`config.mk`:
```
export PLATFORM = sky130hd
export DESIGN_NAME = load_align_unit_flat
export DESIGN_NICKNAME = d
export VERILOG_FILES = /design/src/rtl/load_align_if.sv /design/src/rtl/load_align_unit.sv /design/src/flat_wrapper.sv
export SDC_FILE = /design/constraint.sdc
export NUM_CORES = 1
export LEC_CHECK = 0
export ABC_CLOCK_PERIOD_IN_PS = 1700
export BUFFER_PORTS_ARGS = -buffer_cell sky130_fd_sc_hd__buf_2
export CAP_MARGIN = 5
export CELL_PAD_IN_SITES_DETAIL_PLACEMENT = 1
export CELL_PAD_IN_SITES_GLOBAL_PLACEMENT = 1
export CORE_MARGIN = 8
export CORE_UTILIZATION = 32
export CTS_BUF_LIST = sky130_fd_sc_hd__clkbuf_4
export DETAILED_ROUTE_END_ITERATION = 10
export GPL_ROUTABILITY_DRIVEN = 0
export GPL_TIMING_DRIVEN = 0
export PLACE_DENSITY_LB_ADDON = 0.08
export REMOVE_ABC_BUFFERS = 1
export SLEW_MARGIN = 5
export SYNTH_ARGS = -nofsm -noshare
export SYNTH_HDL_FRONTEND = slang
export SYNTH_SLANG_ARGS = --single-unit
```
`constraint.sdc`:
```
create_clock -name clk -period 1.7 [get_ports clk]
set_input_delay 0.17 -clock clk [delete_from_list [all_inputs] [get_ports clk]]
set_output_delay 0.17 -clock clk [all_outputs]
set_load 0.005 [all_outputs]
```
`src/rtl/load_align_if.sv`:
```
// Handshake bundle between the X stage, DMEM and writeback for load_align_unit.
// The master modport is the environment side; the slave modport is the unit.
interface load_align_if #(
  parameter int ADDR_W = 32,
  parameter int RD_W   = 5
);
  logic              req_valid;
  logic              req_ready;
  logic [31:0]       inst_X;
  logic [ADDR_W-1:0] addr_X;
  logic              dmem_re;
  logic [ADDR_W-1:0] dmem_addr;
  logic              dmem_rvalid;
  logic [31:0]       dmem_rdata;
  logic              load_valid;
  logic [31:0]       load_data;
  logic [RD_W-1:0]   load_rd;
  logic              load_misaligned;

  modport master (
    output req_valid, inst_X, addr_X, dmem_rvalid, dmem_rdata,
    input  req_ready, dmem_re, dmem_addr, load_valid, load_data, load_rd, load_misaligned
  );

  modport slave (
    input  req_valid, inst_X, addr_X, dmem_rvalid, dmem_rdata,
    output req_ready, dmem_re, dmem_addr, load_valid, load_data, load_rd, load_misaligned
  );
endinterface

```
`src/rtl/load_align_unit.sv`:
```
// Load alignment unit: issues word-aligned DMEM reads, then extracts and extends the result.
// Define LOAD_SPLIT_MISALIGNED_EN to service word-crossing loads with a second read.
module load_align_unit #(
  parameter int ADDR_W = 32,
  parameter int RD_W   = 5
) (
  input  logic         clk,
  input  logic         rst_n,
  load_align_if.slave  bus
);
  // state    | meaning
  // S_IDLE   | ready for a new load
  // S_ISSUE0 | read strobe for the first word
  // S_WAIT0  | waiting for first word
  // S_ISSUE1 | read strobe for the following word (split loads only)
  // S_WAIT1  | waiting for second word (split loads only)
  // S_RESP   | one-cycle result pulse
  localparam logic [6:0] OP_LOAD = 7'b0000011;

  typedef enum logic [2:0] {
    S_IDLE,
    S_ISSUE0,
    S_WAIT0,
`ifdef LOAD_SPLIT_MISALIGNED_EN
    S_ISSUE1,
    S_WAIT1,
`endif
    S_RESP
  } state_t;

  state_t            r_state;
  logic              r_req_ready;
  logic              r_dmem_re;
  logic [ADDR_W-1:0] r_dmem_addr;
  logic              r_load_valid;
  logic [31:0]       r_load_data;
  logic [RD_W-1:0]   r_load_rd;
  logic              r_load_mis;
  logic [2:0]        r_f3;
  logic [RD_W-1:0]   r_rd;
  logic [1:0]        r_off;
`ifdef LOAD_SPLIT_MISALIGNED_EN
  logic              r_cross;
  logic [31:0]       r_w0;
  logic [ADDR_W-1:0] r_word_addr;
`endif

  logic [2:0]        w_f3;
  logic [1:0]        w_off;
  logic              w_is_load;
  logic              w_legal;
  logic              w_cross;
  logic              w_reject;
  logic [ADDR_W-1:0] w_word_addr;
  logic              w_unused;

  assign w_f3        = bus.inst_X[14:12];
  assign w_off       = bus.addr_X[1:0];
  assign w_is_load   = (bus.inst_X[6:0] == OP_LOAD);
  assign w_word_addr = {bus.addr_X[ADDR_W-1:2], 2'b00};
  assign w_legal     = (w_f3 == 3'b000) || (w_f3 == 3'b001) || (w_f3 == 3'b010) ||
                       (w_f3 == 3'b100) || (w_f3 == 3'b101);
  assign w_cross     = (((w_f3 == 3'b001) || (w_f3 == 3'b101)) && (w_off == 2'd3)) ||
                       ((w_f3 == 3'b010) && (w_off != 2'd0));
  assign w_unused    = ^bus.inst_X[31:15];

`ifdef LOAD_SPLIT_MISALIGNED_EN
  assign w_reject = ~w_legal;
`else
  assign w_reject = ~w_legal | w_cross;
`endif

  // {w1,w0} shifted by the byte offset lines the addressed data up at bit 0 for every width.
  function automatic logic [31:0] f_extract(input logic [2:0] f3, input logic [1:0] off,
                                            input logic [31:0] w0, input logic [31:0] w1);
    logic [31:0] sh;
    sh = 32'({w1, w0} >> {off, 3'b000});
    case (f3)
      3'b000:  return {{24{sh[7]}}, sh[7:0]};
      3'b001:  return {{16{sh[15]}}, sh[15:0]};
      3'b010:  return sh;
      3'b100:  return {24'h0, sh[7:0]};
      3'b101:  return {16'h0, sh[15:0]};
      default: return 32'h0;
    endcase
  endfunction

  always_ff @(posedge clk or negedge rst_n) begin
    if (!rst_n) begin
      r_state      <= S_IDLE;
      r_req_ready  <= 1'b1;
      r_dmem_re    <= 1'b0;
      r_dmem_addr  <= '0;
      r_load_valid <= 1'b0;
      r_load_data  <= 32'h0;
      r_load_rd    <= '0;
      r_load_mis   <= 1'b0;
      r_f3         <= 3'b000;
      r_rd         <= '0;
      r_off        <= 2'b00;
`ifdef LOAD_SPLIT_MISALIGNED_EN
      r_cross      <= 1'b0;
      r_w0         <= 32'h0;
      r_word_addr  <= '0;
`endif
    end else begin
      r_dmem_re    <= 1'b0;
      r_dmem_addr  <= '0;
      r_load_valid <= 1'b0;
      r_load_data  <= 32'h0;
      r_load_rd    <= '0;
      r_load_mis   <= 1'b0;
      case (r_state)
        S_IDLE: begin
          if (bus.req_valid && w_is_load) begin
            r_f3        <= w_f3;
            r_rd        <= RD_W'(bus.inst_X[11:7]);
            r_off       <= w_off;
            r_req_ready <= 1'b0;
`ifdef LOAD_SPLIT_MISALIGNED_EN
            r_cross     <= w_cross;
            r_word_addr <= w_word_addr;
`endif
            if (w_reject) begin
              r_state      <= S_RESP;
              r_load_valid <= 1'b1;
              r_load_mis   <= 1'b1;
              r_load_rd    <= RD_W'(bus.inst_X[11:7]);
            end else begin
              r_state     <= S_ISSUE0;
              r_dmem_re   <= 1'b1;
              r_dmem_addr <= w_word_addr;
            end
          end
        end
        S_ISSUE0: r_state <= S_WAIT0;
        S_WAIT0: begin
          if (bus.dmem_rvalid) begin
`ifdef LOAD_SPLIT_MISALIGNED_EN
            if (r_cross) begin
              r_w0        <= bus.dmem_rdata;
              r_state     <= S_ISSUE1;
              r_dmem_re   <= 1'b1;
              r_dmem_addr <= r_word_addr + ADDR_W'(4);
            end else begin
              r_state      <= S_RESP;
              r_load_valid <= 1'b1;
              r_load_data  <= f_extract(r_f3, r_off, bus.dmem_rdata, 32'h0);
              r_load_rd    <= r_rd;
            end
`else
            r_state      <= S_RESP;
            r_load_valid <= 1'b1;
            r_load_data  <= f_extract(r_f3, r_off, bus.dmem_rdata, 32'h0);
            r_load_rd    <= r_rd;
`endif
          end
        end
`ifdef LOAD_SPLIT_MISALIGNED_EN
        S_ISSUE1: r_state <= S_WAIT1;
        S_WAIT1: begin
          if (bus.dmem_rvalid) begin
            r_state      <= S_RESP;
            r_load_valid <= 1'b1;
            r_load_data  <= f_extract(r_f3, r_off, r_w0, bus.dmem_rdata);
            r_load_rd    <= r_rd;
          end
        end
`endif
        S_RESP: begin
          r_state     <= S_IDLE;
          r_req_ready <= 1'b1;
        end
        default: begin
          r_state     <= S_IDLE;
          r_req_ready <= 1'b1;
        end
      endcase
    end
  end

  assign bus.req_ready       = r_req_ready;
  assign bus.dmem_re         = r_dmem_re;
  assign bus.dmem_addr       = r_dmem_addr;
  assign bus.load_valid      = r_load_valid;
  assign bus.load_data       = r_load_data;
  assign bus.load_rd         = r_load_rd;
  assign bus.load_misaligned = r_load_mis;
endmodule

```
`src/flat_wrapper.sv`:
```
// flat-port wrapper written by rule: the top's interface ports become plain ports
module load_align_unit_flat 
#(
  parameter int ADDR_W = 32,
  parameter int RD_W   = 5
)
  (clk, rst_n, bus_req_valid, bus_inst_X, bus_addr_X, bus_dmem_rvalid, bus_dmem_rdata, bus_req_ready, bus_dmem_re, bus_dmem_addr, bus_load_valid, bus_load_data, bus_load_rd, bus_load_misaligned);
  load_align_if #(.ADDR_W(ADDR_W), .RD_W(RD_W)) bus_i ();
  input  logic clk;
  input  logic rst_n;
  input wire logic [$bits(bus_i.req_valid)-1:0] bus_req_valid;
  input wire logic [$bits(bus_i.inst_X)-1:0] bus_inst_X;
  input wire logic [$bits(bus_i.addr_X)-1:0] bus_addr_X;
  input wire logic [$bits(bus_i.dmem_rvalid)-1:0] bus_dmem_rvalid;
  input wire logic [$bits(bus_i.dmem_rdata)-1:0] bus_dmem_rdata;
  output wire logic [$bits(bus_i.req_ready)-1:0] bus_req_ready;
  output wire logic [$bits(bus_i.dmem_re)-1:0] bus_dmem_re;
  output wire logic [$bits(bus_i.dmem_addr)-1:0] bus_dmem_addr;
  output wire logic [$bits(bus_i.load_valid)-1:0] bus_load_valid;
  output wire logic [$bits(bus_i.load_data)-1:0] bus_load_data;
  output wire logic [$bits(bus_i.load_rd)-1:0] bus_load_rd;
  output wire logic [$bits(bus_i.load_misaligned)-1:0] bus_load_misaligned;
  assign bus_i.req_valid = bus_req_valid;
  assign bus_i.inst_X = bus_inst_X;
  assign bus_i.addr_X = bus_addr_X;
  assign bus_i.dmem_rvalid = bus_dmem_rvalid;
  assign bus_i.dmem_rdata = bus_dmem_rdata;
  assign bus_req_ready = bus_i.req_ready;
  assign bus_dmem_re = bus_i.dmem_re;
  assign bus_dmem_addr = bus_i.dmem_addr;
  assign bus_load_valid = bus_i.load_valid;
  assign bus_load_data = bus_i.load_data;
  assign bus_load_rd = bus_i.load_rd;
  assign bus_load_misaligned = bus_i.load_misaligned;
  load_align_unit #(.ADDR_W(ADDR_W), .RD_W(RD_W)) u_core (.clk(clk), .rst_n(rst_n), .bus(bus_i));
endmodule
```
Word-level counts from Yosys, hierarchy flattened

Cells that the tools add are included.

Flip-flop bits (word level): 86
Latch bits: 0
RAM bits: 0
Memory bits (read-only): 0
Input port bits: 100
Output and inout bits: 73
Memories kept: 0

Add/sub/neg operators: 0
$mul: 0
Divide/modulo/power cells: 0
$lt $le $gt $ge: 0
Eq/ne operators: 14
Shifts and indexed selects: 1
Multiplexer cells: 24
Bitwise operators: 3
Reductions and logical operators: 17

Operators with widths:

| operator                                             | count |
|---|---|
| 2-to-1 mux 32 bit                                    | 5 |
| case mux 32 bit (5 select lines)                     | 1 |
| right shift 32 x 5 -> 32 bit                         | 1 |
| 2-to-1 mux 5 bit                                     | 3 |
| equality test 3 bit (second input constant)          | 4 |
| case mux 5 bit (2 select lines)                      | 1 |
| equality test 3 x 1 -> 1 bit (second input constant) | 3 |
| equality test 3 x 2 -> 1 bit (second input constant) | 3 |
| zero test 3 bit                                      | 3 |
| case mux 3 bit (3 select lines)                      | 1 |
| 2-to-1 mux 1 bit                                     | 8 |
| equality test 7 x 2 -> 1 bit (second input constant) | 1 |
| logical OR 1 bit                                     | 6 |
| 2-to-1 mux 3 bit                                     | 2 |
| AND reduction 2 bit                                  | 3 |
| case mux 1 bit (2 select lines)                      | 2 |
| logical AND 1 bit                                    | 3 |
| equality test 2 bit (second input constant)          | 1 |
| 2-to-1 mux 2 bit                                     | 1 |
| != test 2 x 1 -> 1 bit (second input constant)       | 1 |
| != test 2 bit (second input constant)                | 1 |
| NOT 1 bit                                            | 2 |
| nonzero test 2 bit                                   | 1 |
| OR reduction 2 bit                                   | 1 |
| OR 1 bit                                             | 1 |

Longest topological paths before layout

Word-level depth: 10
Mapped depth: 7
Depth with buffers taken out: 6

Worst setup path before layout

OpenSTA, ideal clock, no wires.

Kind: reg-to-reg
Start: register u_core.r_state[0]
End: register u_core.r_load_data[24], in the netlist u_core.bus.load_data[24]
Data arrival time: 1.673 ns
Data required time: 1.635 ns
Slack: -0.038 ns
Stages on the path, launching flop included: 8
Path buffers: 1
Clock period less this slack: 1.738 ns
Cells stage by stage: dfrtp_1 -> inv_1 -> ha_1 -> and2_1 -> clkbuf_2 -> nand4b_1 -> nor4_4 -> a21o_1

Word-level cells in the longest chain between the ends: 2

RTL lines:

| item                         | RTL line               | RTL |
|---|---|---|
| from (decl)                  | load_align_unit.sv:31  | `state_t r_state;` |
| from (signal assigned)       | load_align_unit.sv:90  | `r_state <= S_IDLE;` |
| from (signal assigned)       | load_align_unit.sv:125 | `r_state <= S_RESP;` |
| from (signal assigned)       | load_align_unit.sv:130 | `r_state <= S_ISSUE0;` |
| equality test 3 x 2 -> 1 bit | n/a                    |  |
| 2-to-1 mux 32 bit            | load_align_unit.sv:113 | `case (r_state)` |
| to (signal assigned)         | load_align_unit.sv:154 | `r_load_data <= f_extract(r_f3, r_off, bus.dmem_rdata, 32'h0);` |
| to (decl)                    | load_align_unit.sv:36  | `logic [31:0] r_load_data;` |

Every way passes these cells.
A chain may end at the register's enable or synchronous reset.

Worst setup path in the final report

Start: register u_core.r_off[1]
End: register u_core.r_load_data[9], in the netlist u_core.bus.load_data[9]

Word-level cells in the longest chain between the ends: 4

RTL lines:

| item                             | RTL line               | RTL |
|---|---|---|
| from (decl)                      | load_align_unit.sv:41  | `logic [1:0] r_off;` |
| from (signal assigned)           | load_align_unit.sv:118 | `r_off <= w_off;` |
| right shift 32 x 5 -> 32 bit     | load_align_unit.sv:77  | `sh = 32'({w1, w0} >> {off, 3'b000});` |
| case mux 32 bit (5 select lines) | load_align_unit.sv:78  | `case (f3)` |
| 2-to-1 mux 32 bit                | load_align_unit.sv:138 | `if (bus.dmem_rvalid) begin` |
| 2-to-1 mux 32 bit                | load_align_unit.sv:113 |  |

Every way passes these cells.

==> reports/metrics.sh <==
TRITONCTS='built'
FLOORPLAN.ROWS=38
STATIC-LEAKAGE-POWER_nW=2.74
PIN_COUNT=173
N_FILL_CELL=1272
UNREPAIRED_SETUP_ENDPOINTS_AFTER_GLOBAL_ROUTING='true'
TIMING.CRITICAL_PATH.FANOUT_MAX=8
FIRST_GLOBAL_VIAS=3576
GR-USAGE-ALL-LAYERS_PCT=16.4
CRITICAL_PATH.N_BUFFERS_INVERTERS=0
WORST_EP_REQUIRED_TIME_PS=2050
CRITICAL-PATH-SLOWEST-CELL='dfrtp_4'
CRITICAL_PATH_START_TYPE='flip-flop'
HOLD_END='u_core.bus.load_data[20]$_DFF_PN0_'
POST-PLACE-CELLS=577
POSTSYNTHCELLCOUNT=300
FINAL-INSTANCE-COUNT-EXCL-FILL=656
SETUP.WORST_PATH.CLASS='reg2reg'
FP.DIEH_UM=120
FINAL.SETUP_SKEW_PS=11.4
WORSTSKEWPAIRLATENCY_PS=420
YOSYSTOPAREACELLSHARE_PCT=59.2
WIRE_PER_INST_UM=17.8
SLEW_HEADROOM_PCT=18.1
ANTENNA_FOUND_INITIAL=1
DPL.HPWL_UM=8010
TIMING.REG2REG.SETUP_SLACK_PS=-40
POSTPLACECELLAREA_UM2=4360
CLOCK.FMAX_MHz=576
ROUTE.FINAL.WIRE_LENGTH_UM=11700
WORST-ENDPOINT-ARRIVAL_PS=2080
GR-TOTAL-OVERFLOW=0
DIE_W_UM=120
PIN_COUNT_OF_THE_BIGGEST_NET_ENTERING_GLOBAL_ROUTING=50
TRITONCTS.NUM_BUFFERS=9
STDCELL_AREA_UM2=5160
COUNT_OF_BUFFERS_FROM_PORT_BUFFERING=153
TIGHTESTPINTRANSITION_PS=1220
RUN_STATUS='finished with violations'
MIN-DELAY-START='bus_dmem_rdata[20]'
CRITICAL_PATH.CELL_CHAIN='mux2i_1, mux2_4, or4_4, a21oi_2'
SYNTH_AREA_PER_CELL_UM2=11.5
POSTSYNTHREGISTERBITS=83
AREA_GROWTH_SYN_TO_LAYOUT_PCT=48.9
FINAL_NETS=615
POSTSYNTH.TOPFLOPCELL='dfrtp_1'
MAXCAPVIOLATIONS=0
FAILED_CHECKS='negative setup slack'
WORSTSETUPENDPOINTTYPE='flip-flop'
VIAS_PER_CELL=4.66
ROUTED_WIRE_LENGTH_ON_MET2_UM=6230
FRACTION_OF_FINAL_LAYOUT_CELLS_WITH_DRIVE_STRENGTH_GREATER_THAN_1_PCT=40.8
SYNTH_COMMONEST_CELLS='dfrtp_1, and2_1, nand2_1'
POST-SYNTH-TOP-AREA-CELL='dfrtp_1'
DRT_PRE_ANTENNA_ITERS=4
NUMBER_OF_ENABLE_TYPE_REGISTER_CELLS_IN_THE_SYNTHESIZED_NETLIST=0
SYNTH_AREA_UM2=3460
MAX-CLOCK-PATH-BUFFERS=2
PERIOD_UTILISATION_LAYOUT_PCT=102
CTS_ROOT_BUF='clkbuf_4'
SYNTH.DISTINCT_CELLS=41
GRT_PASS1_WL_UM=18400
FINAL_CORE_UTILIZATION_PCT=48.2
SYNTH.TOP_CELLS.BY_AREA='dfrtp_1, and2_1, mux2i_1'
INITIALDRTVIOLATIONCOUNT=118
WORST_R2R_ENDPOINT='u_core.bus.load_data[9]$_DFF_PN0_'
SYNTH_MOST_COMMON_CELL='dfrtp_1'
FINAL-HOLD-VIOLATION-COUNT=0
DRC=0
FINAL_CRITICAL_PATH_SETUP_SLACK_PS=-35.3
ASYNC_RESET_FF_SHARE_PCT=100
YS.WARNINGS.COUNT=0
FINALSETUPTNS_PS=-139
HTREEDEPTH=3
ROUTEDLENGTHMET1_UM=4470
TOP_LAYER_USED='met4'
SETUP_VIOLATIONS=8
DP_WORST_SETUP_SLACK_PS=-1080
WHS_PATH_DEPTH=3
WORST_IR_DROP_VDD_uV=514
MET3ROUTEDLENGTH_UM=738
CRITICAL_PATH.MAX_STAGE_DELAY_PS=550
WORST_HOLD_PATH_TYPE='in2reg'
VIAS_POST_DR=3060
INITIAL_UTILIZATION_PCT=32.4
NUMCLOCKSINKS=83
POWERDENSITY_nW_PER_UM2=845
DIE_AREA_UM2=14400
PATH_CLK_SLEW_PS=130
R2R_CELLS=4
CRIT_FAMILY='flip-flops'
FINAL.MIN_CLOCK_PERIOD_PS=1740
FINAL_MAX_SLEW_VIOL_COUNT=0
WORSTREG2REGSTART='u_core.r_off[1]$_DFFE_PN0P_'
ROUTE.ANTENNA.REMAINING_NETS=0
SYNTH_SEQUENTIAL_AREA_RATIO_PCT=60.0
COREAREA_UM2=10700
[per-stage QoR]
stage	power, W	hold WS (ps)
floorplan	0.00275	-126
global placement	0.00319	376
detailed placement	0.00322	172
CTS	0.00440	41.1
global route	0.00463	48.9
finish	0.00436	52.4
[how the worst max path moves through the flow]
| stage | cells past startpoint | startpoint | slack [ps] | endpoint |
|---|---|---|---|---|
| CTS | 4 | u_core.r_off[1]$_DFFE_PN0P_ | -20 | u_core.bus.load_data[15]$_DFF_PN0_ |
| floorplan | 3 | u_core.r_off[0]$_DFFE_PN0P_ | -450 | u_core.bus.load_data[10]$_DFF_PN0_ |
| finish | 4 | u_core.r_off[1]$_DFFE_PN0P_ | -40 | u_core.bus.load_data[9]$_DFF_PN0_ |
| detailed placement | 3 | u_core.r_off[1]$_DFFE_PN0P_ | -1080 | u_core.bus.load_data[23]$_DFF_PN0_ |
| global placement | 5 | u_core.r_state[0]$_DFFE_PN0P_ | -1170 | u_core.bus.dmem_addr[11]$_DFF_PN0_ |
| global route | 4 | u_core.r_off[1]$_DFFE_PN0P_ | -100 | u_core.bus.load_data[15]$_DFF_PN0_ |
[report_power, final]
group | switching, W | internal, W | total, W
combinational | 0.000597 | 0.000565 | 0.00116
sequential | 0.0000886 | 0.00215 | 0.00224
clock | 0.000679 | 0.000279 | 0.000958
[cell type report]
cell class	instances	area, um2	area share (%)
well taps	140	175	3.40
repair buffers	219	1430	27.7
flip-flops and latches	83	2090	40.4
inverters	2	7.51	0.146
multi-input cells	197	1360	26.3
diodes	1	2.50	0.0485
clock buffers	9	67.6	1.31
clock inverters	5	32.5	0.631
[layout by cell type (no fill, tap or decap), types with 2 or more instances in the layout]
| cell | synthesis | layout |
|---|---|---|
| buf_4 | 2 | 12 |
| a211oi_1 | 15 | 15 |
| ha_2 | 0 | 2 |
| o21ai_0 | 18 | 11 |
| mux2i_1 | 18 | 18 |
| nor2b_1 | 9 | 8 |
| a21oi_2 | 0 | 4 |
| buf_6 | 1 | 4 |
| o211ai_1 | 2 | 2 |
| and2_1 | 34 | 33 |
| o21ai_1 | 0 | 7 |
| nand2_1 | 34 | 33 |
| a32o_1 | 5 | 5 |
| nor2_1 | 12 | 11 |
| clkinv_2 | 0 | 2 |
| dfrtp_4 | 0 | 2 |
| dlygate4sd3_1 | 0 | 49 |
| a21o_1 | 8 | 8 |
| clkinvlp_4 | 0 | 3 |
| and2_0 | 5 | 5 |
| a21oi_1 | 11 | 7 |
| conb_1 | 1 | 2 |
| inv_1 | 2 | 2 |
| clkbuf_4 | 0 | 9 |
| buf_2 | 2 | 152 |
| dfrtp_1 | 82 | 80 |
| mux2_2 | 3 | 2 |
[flip-flops by register name, summed over array words and instances, names as in the netlist]
register and flops:
u_core.r_rd 5, u_core.bus.load_valid 1, u_core.bus.load_misaligned 1, u_core.bus.load_rd 5
u_core.bus.req_ready 1, u_core.bus.dmem_re 1, u_core.r_state 2, u_core.r_f3 3
u_core.bus.dmem_addr 30, u_core.bus.load_data 32, u_core.r_off 2
[what timing repair did]
item | CTS | global route
buffers inserted | 14 | 1
pin swaps | 6 | 3
endpoints found under the setup margin | 70 | 57
hold buffers | 49 | 0
gates resized for setup | 19 | 14
hold endpoints to repair | 86 | 0
[metal layers]
metal	track usage, %	up-vias
met1	17.1	1509
met4	7.10	0
li1	-	1452
met2	30.0	83
met3	4.84	16
met5	0	-
[worst reg2reg max path, cell delays in order, from the launching register on]
cell,delay (ps)
dfrtp_4,550
mux2i_1,160
mux2_4,270
or4_4,510
a21oi_2,170
[cells by family after synthesis]
family                   after synthesis  share of synthesized area [%]
AO/OA/AOI/OAI                         64                           12.3
flip-flops                            83                           60.0
adder cells (fa/ha/maj)                3                           1.08
multiplexers                          22                           6.94
buffers and inverters                 21                           2.82
AND/OR/NAND/NOR                      106                           16.7
other                                  1                          0.108
Power figures use the tool's default switching activity.
